==> src/rtl/conv_win_pkg.sv <==
// Shared types and sizing helpers for the sliding-window generator.
// Zero padding is enabled by defining CONV_WIN_ZERO_PAD_EN.
package conv_win_pkg;

  localparam int PIX_W = 8;

  typedef logic [PIX_W-1:0] pixel_t;

  typedef enum logic [0:0] {
    ST_SCAN  = 1'b0,
    ST_DRAIN = 1'b1
  } state_t;

  // Number of window positions along one axis (floor division).
  function automatic int out_dim(input int in_size, input int k, input int s, input int p);
    return (in_size + p + p - k) / s + 32'sd1;
  endfunction

endpackage

==> src/rtl/conv_win_line_mem.sv <==
// One row of pixel history: asynchronous read, synchronous write, no reset.
module conv_win_line_mem #(
  parameter int WIDTH  = 24,
  parameter int DEPTH  = 34,
  parameter int ADDR_W = 6
) (
  input  logic              clk,
  input  logic              we,
  input  logic [ADDR_W-1:0] addr,
  input  logic [WIDTH-1:0]  wdata,
  output logic [WIDTH-1:0]  rdata
);

  logic [WIDTH-1:0] mem_r [DEPTH];

  // The old row is visible on rdata during the cycle it gets overwritten.
  assign rdata = mem_r[addr];

  // Row storage write port
  always_ff @(posedge clk) begin
    if (we) begin
      mem_r[addr] <= wdata;
    end
  end

endmodule

==> src/rtl/conv_window_gen.sv <==
// KxK sliding-window generator over a raster pixel stream with optional zero
// padding (compiled in only when CONV_WIN_ZERO_PAD_EN is defined).
module conv_window_gen
  import conv_win_pkg::*;
#(
  parameter int KER_SIZE = 3,
  parameter int BITWIDTH = 8,
  parameter int NFMAPS   = 3,
  parameter int STRIDE   = 1,
  parameter int PAD      = 1,
  parameter int IMG_W    = 32,
  parameter int IMG_H    = 32
) (
  input  logic                                     clk,
  input  logic                                     rstn,
  input  logic                                     in_valid,
  output logic                                     in_ready,
  input  logic [NFMAPS*BITWIDTH-1:0]               in_data,
  output logic                                     out_valid,
  input  logic                                     out_ready,
  output logic [NFMAPS*KER_SIZE*KER_SIZE*BITWIDTH-1:0] out_window,
  output logic                                     out_last
);

`ifdef CONV_WIN_ZERO_PAD_EN
  localparam int PE = PAD;
`else
  localparam int PE = 0;
`endif
  localparam int K      = KER_SIZE;
  localparam int GW     = IMG_W + PE + PE;
  localparam int GH     = IMG_H + PE + PE;
  localparam int PW     = NFMAPS * BITWIDTH;
  localparam int XW     = $clog2(GW);
  localparam int YW     = $clog2(GH);
  localparam int OW     = out_dim(IMG_W, K, STRIDE, PE);
  localparam int OH     = out_dim(IMG_H, K, STRIDE, PE);
  localparam int LAST_X = K - 1 + (OW - 1) * STRIDE;
  localparam int LAST_Y = K - 1 + (OH - 1) * STRIDE;

  if (KER_SIZE < 32'sd2 || KER_SIZE > 32'sd7 || STRIDE < 32'sd1 || STRIDE > 32'sd4 ||
      PAD < 32'sd0 || PAD > KER_SIZE - 32'sd1) begin : g_bad_cfg
    $error("conv_window_gen: illegal KER_SIZE/STRIDE/PAD combination");
  end

  state_t              state_r;
  logic                active_r;
  logic [XW-1:0]       px_r;
  logic [YW-1:0]       py_r;
  logic                out_valid_r;
  logic                out_last_r;
  logic [BITWIDTH-1:0] win_r [NFMAPS][K][K];

  logic          is_pad_s, slot_free_s, advance_s, emit_s, last_win_s, frame_end_s;
  logic [PW-1:0] pix_s;
  logic [PW-1:0] rd_s  [K-1];
  logic [PW-1:0] col_s [K];

  // Position classification for the current scan point
  always_comb begin
    is_pad_s = 1'b0;
`ifdef CONV_WIN_ZERO_PAD_EN
    if (int'(px_r) < PE || int'(px_r) >= PE + IMG_W ||
        int'(py_r) < PE || int'(py_r) >= PE + IMG_H) begin
      is_pad_s = 1'b1;
    end else begin
      is_pad_s = 1'b0;
    end
`endif
    slot_free_s = !out_valid_r || out_ready;
    advance_s   = (state_r == ST_SCAN) && active_r && (is_pad_s || in_valid) && slot_free_s;
    emit_s      = (int'(px_r) >= K - 1) && (int'(py_r) >= K - 1) &&
                  ((int'(px_r) - (K - 1)) % STRIDE == 32'sd0) &&
                  ((int'(py_r) - (K - 1)) % STRIDE == 32'sd0);
    last_win_s  = (int'(px_r) == LAST_X) && (int'(py_r) == LAST_Y);
    frame_end_s = (int'(px_r) == GW - 1) && (int'(py_r) == GH - 1);
    pix_s       = is_pad_s ? {PW{1'b0}} : in_data;
  end

  assign in_ready = (state_r == ST_SCAN) && active_r && !is_pad_s && slot_free_s;

  // New window column: oldest row from the deepest line memory, newest row live.
  always_comb begin
    for (int r = 0; r < K - 1; r++) begin
      col_s[r] = rd_s[K - 2 - r];
    end
    col_s[K-1] = pix_s;
  end

  for (genvar j = 0; j < K - 1; j++) begin : g_line
    logic [PW-1:0] wdata_s;
    if (j == 32'sd0) begin : g_first
      assign wdata_s = pix_s;
    end else begin : g_chain
      assign wdata_s = rd_s[j-1];
    end
    conv_win_line_mem #(.WIDTH(PW), .DEPTH(GW), .ADDR_W(XW)) u_mem (
      .clk   (clk),
      .we    (advance_s),
      .addr  (px_r),
      .wdata (wdata_s),
      .rdata (rd_s[j])
    );
  end

  // Scan FSM, window shift register and output handshake
  always_ff @(posedge clk or negedge rstn) begin
    if (!rstn) begin
      state_r     <= ST_SCAN;
      active_r    <= 1'b0;
      px_r        <= '0;
      py_r        <= '0;
      out_valid_r <= 1'b0;
      out_last_r  <= 1'b0;
      for (int f = 0; f < NFMAPS; f++)
        for (int r = 0; r < K; r++)
          for (int c = 0; c < K; c++)
            win_r[f][r][c] <= '0;
    end else begin
      active_r <= 1'b1;
      case (state_r)
        ST_SCAN: begin
          if (advance_s) begin
            for (int f = 0; f < NFMAPS; f++)
              for (int r = 0; r < K; r++) begin
                for (int c = 0; c < K - 1; c++)
                  win_r[f][r][c] <= win_r[f][r][c+1];
                win_r[f][r][K-1] <= col_s[r][f*BITWIDTH +: BITWIDTH];
              end
            out_valid_r <= emit_s;
            out_last_r  <= emit_s && last_win_s;
            if (frame_end_s) begin
              state_r <= ST_DRAIN;
              px_r    <= '0;
              py_r    <= '0;
            end else if (int'(px_r) == GW - 1) begin
              px_r <= '0;
              py_r <= py_r + 1'b1;
            end else begin
              px_r <= px_r + 1'b1;
            end
          end else if (out_ready) begin
            out_valid_r <= 1'b0;
            out_last_r  <= 1'b0;
          end
        end
        ST_DRAIN: begin
          if (slot_free_s) begin
            state_r     <= ST_SCAN;
            out_valid_r <= 1'b0;
            out_last_r  <= 1'b0;
          end
        end
        default: state_r <= ST_SCAN;
      endcase
    end
  end

  assign out_valid = out_valid_r;
  assign out_last  = out_last_r;

  for (genvar f = 0; f < NFMAPS; f++) begin : g_pf
    for (genvar r = 0; r < K; r++) begin : g_pr
      for (genvar c = 0; c < K; c++) begin : g_pc
        assign out_window[((f*K + r)*K + c)*BITWIDTH +: BITWIDTH] = win_r[f][r][c];
      end
    end
  end

endmodule

==> config.mk <==
export PLATFORM = sky130hd
export DESIGN_NAME = conv_window_gen
export DESIGN_NICKNAME = d
export VERILOG_FILES = /design/src/rtl/conv_win_pkg.sv /design/src/rtl/conv_win_line_mem.sv /design/src/rtl/conv_window_gen.sv
export SDC_FILE = /design/constraint.sdc
export NUM_CORES = 2
export LEC_CHECK = 0
export ABC_AREA = 1
export CORE_UTILIZATION = 40
export CTS_CLUSTER_DIAMETER = 120
export DETAILED_ROUTE_END_ITERATION = 8
export PLACE_DENSITY = 0.66
export SYNTH_ARGS = -nofsm -noshare
export SYNTH_HDL_FRONTEND = slang
export SYNTH_SLANG_ARGS = --single-unit
==> constraint.sdc <==
create_clock -name clk -period 4.06 [get_ports clk]
set_clock_uncertainty 0.05 [all_clocks]
set_input_delay 0.406 -clock clk [delete_from_list [all_inputs] [get_ports clk]]
set_output_delay 0.406 -clock clk [all_outputs]
set_load 0.05 [all_outputs]
# Word level (Yosys, flattened, before mapping)
# Memory sizes are Yosys's and may differ from the RTL's. A register that Yosys moved wholly into a read port is not among the register bits.
# Index checks and enable logic that the tools add are counted.
# classes
eq_ne,4
mux,16
div_mod_pow,0
bitwise,1
n_addsub,2
n_mul,0
shift,0
n_lt_le_gt_ge,2
n_reduce_logical,14
# ops
cell,n
$mux 5,4
$add 5x1->5 const B,2
$eq 5x1->1 const B,2
$ge 5x2->1 const B,2
$mux 1,9
$logic_and 1x1->1,7
$pmux 1 s2,3
$reduce_and 2->1,2
$ne 3x3->1 const B,1
$reduce_and 3->1,1
$logic_not 1->1,2
$ne 2x1->1 const B,1
$reduce_bool 2->1,1
$logic_or 1x1->1,1
$not 1->1,1
# word_totals
mem_count,2
latchBits,0
ramBits,1536
inputBits,28
reg_bits,206
romBits,0
out_inout_bits,219
# memory_table
name,depth,width,rd,rd_clocked_by_memory_dff,write_ports,line,text
g_line[0].u_mem.mem_r,32,24,1,0,1,conv_win_line_mem.sv:14,logic [WIDTH-1:0] mem_r [DEPTH];
g_line[1].u_mem.mem_r,32,24,1,1,1,conv_win_line_mem.sv:14,

# Logic depth before layout (Yosys ltp)
# logic_depth
depth_word,6
mapped_depth,14
mapped_depth_nobuf,11

# By module
# Synthesis repeated with hierarchy kept, for this count alone.
# hier_totals
hier_cells,7118
hier_area_um2,72658.4
# modules_own_cells
module,area_each_um2,cells_per_inst,instances
conv_win_line_mem,31899.3,3057,2
conv_window_gen,8859.7,1004,1

# Worst setup path before layout
# OpenSTA, ideal clock, no wires.
# synth_timing
path_type,register to register
start,register out_valid_r (netlist: out_valid)
end,memory g_line[0].u_mem.mem_r[11][0] (enable)
arrival_ns,3.546
path_slack_ns,0.010
period_less_slack_ns,4.050
path_stages_with_launch,7
n_path_buf,1
path_cell_list,dfrtp_1 nand2_1 nand2_1 nor3_2 buf_2 nand2_1 nor2_1
# synth_between
elab_chain_cells,5
# synth_lines
item,line,text
start: declaration,conv_window_gen.sv:50,logic out_valid_r;
start signal: assignment,conv_window_gen.sv:130,out_valid_r <= emit_s;
$logic_not 1->1,conv_window_gen.sv:70,slot_free_s = !out_valid_r || out_ready;
$logic_or 1x1->1,conv_window_gen.sv:70,
$logic_and 1x1->1,conv_window_gen.sv:71,advance_s = (state_r == ST_SCAN) && active_r && (is_pad_s || in_valid) && slot_free_s;
$mux 1,conv_win_line_mem.sv:21,if (we) begin
$mux 1 (not written as such),conv_win_line_mem.sv:22,mem_r[addr] <= wdata;
end: declaration,conv_win_line_mem.sv:14,
# Every way passes these cells.

==> reports/summary.txt <==
Clock insertion delay at the later pin of the skew report: 0.83 ns
Count of mapped cells out of synthesis: 7194
Clock Root Buffer: sky130_fd_sc_hd__clkbuf_16
Worst IR Drop VDD: 0.5167 mV
Comb pwr share: 0.335
Cells resized by post-CTS repair: 0
First-pass iteration count of the detailed router: 6
Number of global-route vias before repair: 48.38k
Leakage power summed over all cells: 36.60 nW
Pin count of the biggest net entering global routing: 161
Maximum clock frequency: 0.3033 GHz
Global-route usage over all layers: 0.2220
Register clock-pin slew on the reported worst setup and hold paths: 0.06 ns
Number of synthesized register bits: 1766
Number of placement rows: 156
Final cell count without fillers: 9987
WHS Path Cells: 3
Outcome: completed
Post-synthesis share of cell area spent on xor and xnor gates: 0.0002389
DR iter-0 viols: 5588
Number of nets with antenna violations after routing: 0
Clock network fraction of total power: 0.262
Routability congestion estimate from global placement: 0.8480
Summed instance area of the synthesized netlist: 73330 um2
Fraction of layout instances using a drive strength above 1: 0.06316
Summed negative setup slack over all endpoints: 0 ns
Final #Nets: 7504
Hold WC Path Type: in2reg
Power after layout: 61.25 mW
Synthesized-area fraction occupied by ao, oa, aoi and oai cells: 0.01234
Max-Slew Margin vs Limit: 0.2303
Length in cells of the worst reg-to-reg path: 11
Required arrival time at the worst endpoint: 4.69 ns
Core area: 181300 um2
Hold_buf cts: 1
Transition time at the pin with the least slew margin: 1.151 ns
Switching power: 23.24 mW
Clk sink count: 1766
Worst-path maximum fanout: 89
Clock tree from TritonCTS: yes
Power density relative to cell area: 719.2 nW/um2
Detailed placement HPWL: 118700 um
Initial core utilization: 0.4044
Wire per inst: 20.79 um
Data arrival time of the worst path: 3.92 ns
Gr ovfl total: 0
Largest buffer count on any clock path: 3
Shortest period the worst path allows: 3.297 ns
Crit start category: flop
Sequential Power Share: 0.402
Top-level port count: 247
Pins over their slew limit: 0
Die width: 430.2 um
Synth Area in Adders: 0.001536
Main combinational cell family by area after synthesis: simple AND/OR/NAND/NOR gates
Max-cap check violation count: 0
Port-buffer cells: 246
Area share of and/or/nand/nor cells after synthesis: 0.2192
Via-to-Cell Ratio: 5.052
Worst Path Class, Setup: reg2reg
Postcts setup bufs: 0
Final number of setup-violating endpoints: 0
Final cycle utilization of the critical path: 0.8121
Inserted Clock Buffers: 178
Mux cell area share after synthesis: 0
Final hold vios: 0
Endpoint type of the worst setup path: flop
Die Footprint: 185000 um2
Switching share of power: 0.3795
Sequential share of the synthesized area: 0.7075
Maximum level of the CTS H-tree: 4
Setup repair after global routing missed its margin: false
Netlist cell types: 23
Relative area change from synthesis to final layout: 16.14%
Remaining design rule violation count: 0
Design internal power: 38.01 mW
Synthesis Warnings: 0
Mapped Nets: 7231
Initial antenna violation count: 13
Vias after detailed routing: 50.46k
Placed cells: 9656
Syn Area/Cell: 10.19 um2
Detailed Route WL: 207600 um
Die Ht: 430.2 um
First-pass GRT wire length: 308300 um
[power by group through the flow]
stage / sequential (mW) / clock (mW) / combinational (mW)
after detailed placement: 25.0 / 0 / 20.3
after global routing: 24.8 / 17.0 / 22.0
after global placement: 25.0 / 0 / 20.1
final: 24.7 / 16.1 / 20.5
after CTS: 24.6 / 16.3 / 20.4
after floorplan: 27.5 / 0 / 9.29
[cells in the final DEF, fill, tap and decap left out, drive strengths merged]
cell	count
buf	198
dfrtp	230
clkinv	54
edfxtp	1536
dlygate4sd3	1
nor3	7
o2111ai	1
nand3	450
clkinvlp	2
a21oi	36
clkbuf	257
xor2	2
inv	776
nand2	3400
ha	9
diode	1
o22ai	2
o21ai	139
o211ai	1
clkdlybuf4s50	236
conb	1
nor2	267
bufinv	11
[flip-flops by register name (all words and copies together), names as in the netlist]
name and count:
g_line.u_mem.mem_r 1536, out_window 216, px_r 5, py_r 5
active_r 1, out_last 1, out_valid 1, state_r 1
[cell type report]
class,instances,area [um2]
multi-input combinational,4315,17420
clock inverter,73,787.0
tap,2370,2965
fill,16135,96160
sequential,1766,51890
clock buffer,256,4912
timing repair buffer,436,4289
antenna,1,2.502
inverter,770,2905
[synth_stat cells]
library cell                   n  area share
sky130_fd_sc_hd__a21oi_1      36      0.0025
sky130_fd_sc_hd__buf_1        31      0.0016
sky130_fd_sc_hd__buf_2       127      0.0087
sky130_fd_sc_hd__buf_4         1     0.00010
sky130_fd_sc_hd__clkbuf_1    184      0.0094
sky130_fd_sc_hd__conb_1        1    0.000051
sky130_fd_sc_hd__dfrtp_1     230       0.078
sky130_fd_sc_hd__edfxtp_1   1536        0.63
sky130_fd_sc_hd__ha_1          9      0.0015
sky130_fd_sc_hd__inv_1       766       0.039
sky130_fd_sc_hd__inv_2         4     0.00020
sky130_fd_sc_hd__nand2_1    3400        0.17
sky130_fd_sc_hd__nand3_1     450       0.031
sky130_fd_sc_hd__nor2_1      266       0.014
sky130_fd_sc_hd__nor2_2        1    0.000085
sky130_fd_sc_hd__nor3_1        3     0.00020
sky130_fd_sc_hd__nor3_2        4     0.00055
sky130_fd_sc_hd__o2111ai_1     1     0.00012
sky130_fd_sc_hd__o211ai_1      1     0.00010
sky130_fd_sc_hd__o21ai_0     133      0.0091
sky130_fd_sc_hd__o21ai_1       6     0.00041
sky130_fd_sc_hd__o22ai_1       2     0.00017
sky130_fd_sc_hd__xor2_1        2     0.00024
[kinds of logic (layout without fill, tap and decap cells)]
family	count (synthesis)	in the layout
other cells	1	2
compound gates	179	179
fa+ha+maj	9	9
flops	1766	1766
buf+inv	1113	1535
simple gates	4124	4124
xor+xnor	2	2
[through the flow]
step | util | instance area (um2) | hold slack, ns | setup WS [ns]
CTS | 0.4697 | 85160 | 0.09953 | 0.8607
detailed placement | 0.4382 | 79460 | 0.4144 | 0.5561
global route | 0.4697 | 85170 | 0.1385 | 0.6973
global placement | 0.4382 | 79460 | 0.4109 | 0.4877
finish | 0.4697 | 85170 | 0.1261 | 0.7629
floorplan | - | 73330 | 0.06041 | 0.01020
[final timing paths]
path                                   end      startpoint  slack (ns)
setup / recovery            out_window[44]         px_r[0]        0.76
hold / removal              out_window[64]      in_data[0]        0.13
setup reg to reg            out_window[44]         px_r[0]        0.76
hold reg to reg             out_window[29]  out_window[29]        0.43
max in group asynchronous   out_window[64]            rstn        2.92
min in group asynchronous  out_window[103]            rstn        0.17
[routing by layer]
layer,track usage,up-vias,share of wire
li1,-,23476,-
met1,0.3003,24301,0.41
met2,0.3601,2293,0.47
met3,0.03529,382,0.082
met4,0.08343,6,0.036
met5,0,-,0.00019
[critical path, stage by stage (launching register included)]
cell	delay [ns]
sky130_fd_sc_hd__dfrtp_4	0.61
sky130_fd_sc_hd__inv_8	0.55
sky130_fd_sc_hd__buf_4	0.39
sky130_fd_sc_hd__nand2_1	0.08
sky130_fd_sc_hd__nand3_1	0.07
sky130_fd_sc_hd__nand2_1	0.07
sky130_fd_sc_hd__nand2_1	0.07
sky130_fd_sc_hd__nand2_1	0.05
sky130_fd_sc_hd__nor2_1	0.24
sky130_fd_sc_hd__nand2_1	0.38
sky130_fd_sc_hd__nand2_1	0.40
sky130_fd_sc_hd__nand2_1	0.10
(Power assumes the default switching activity.)
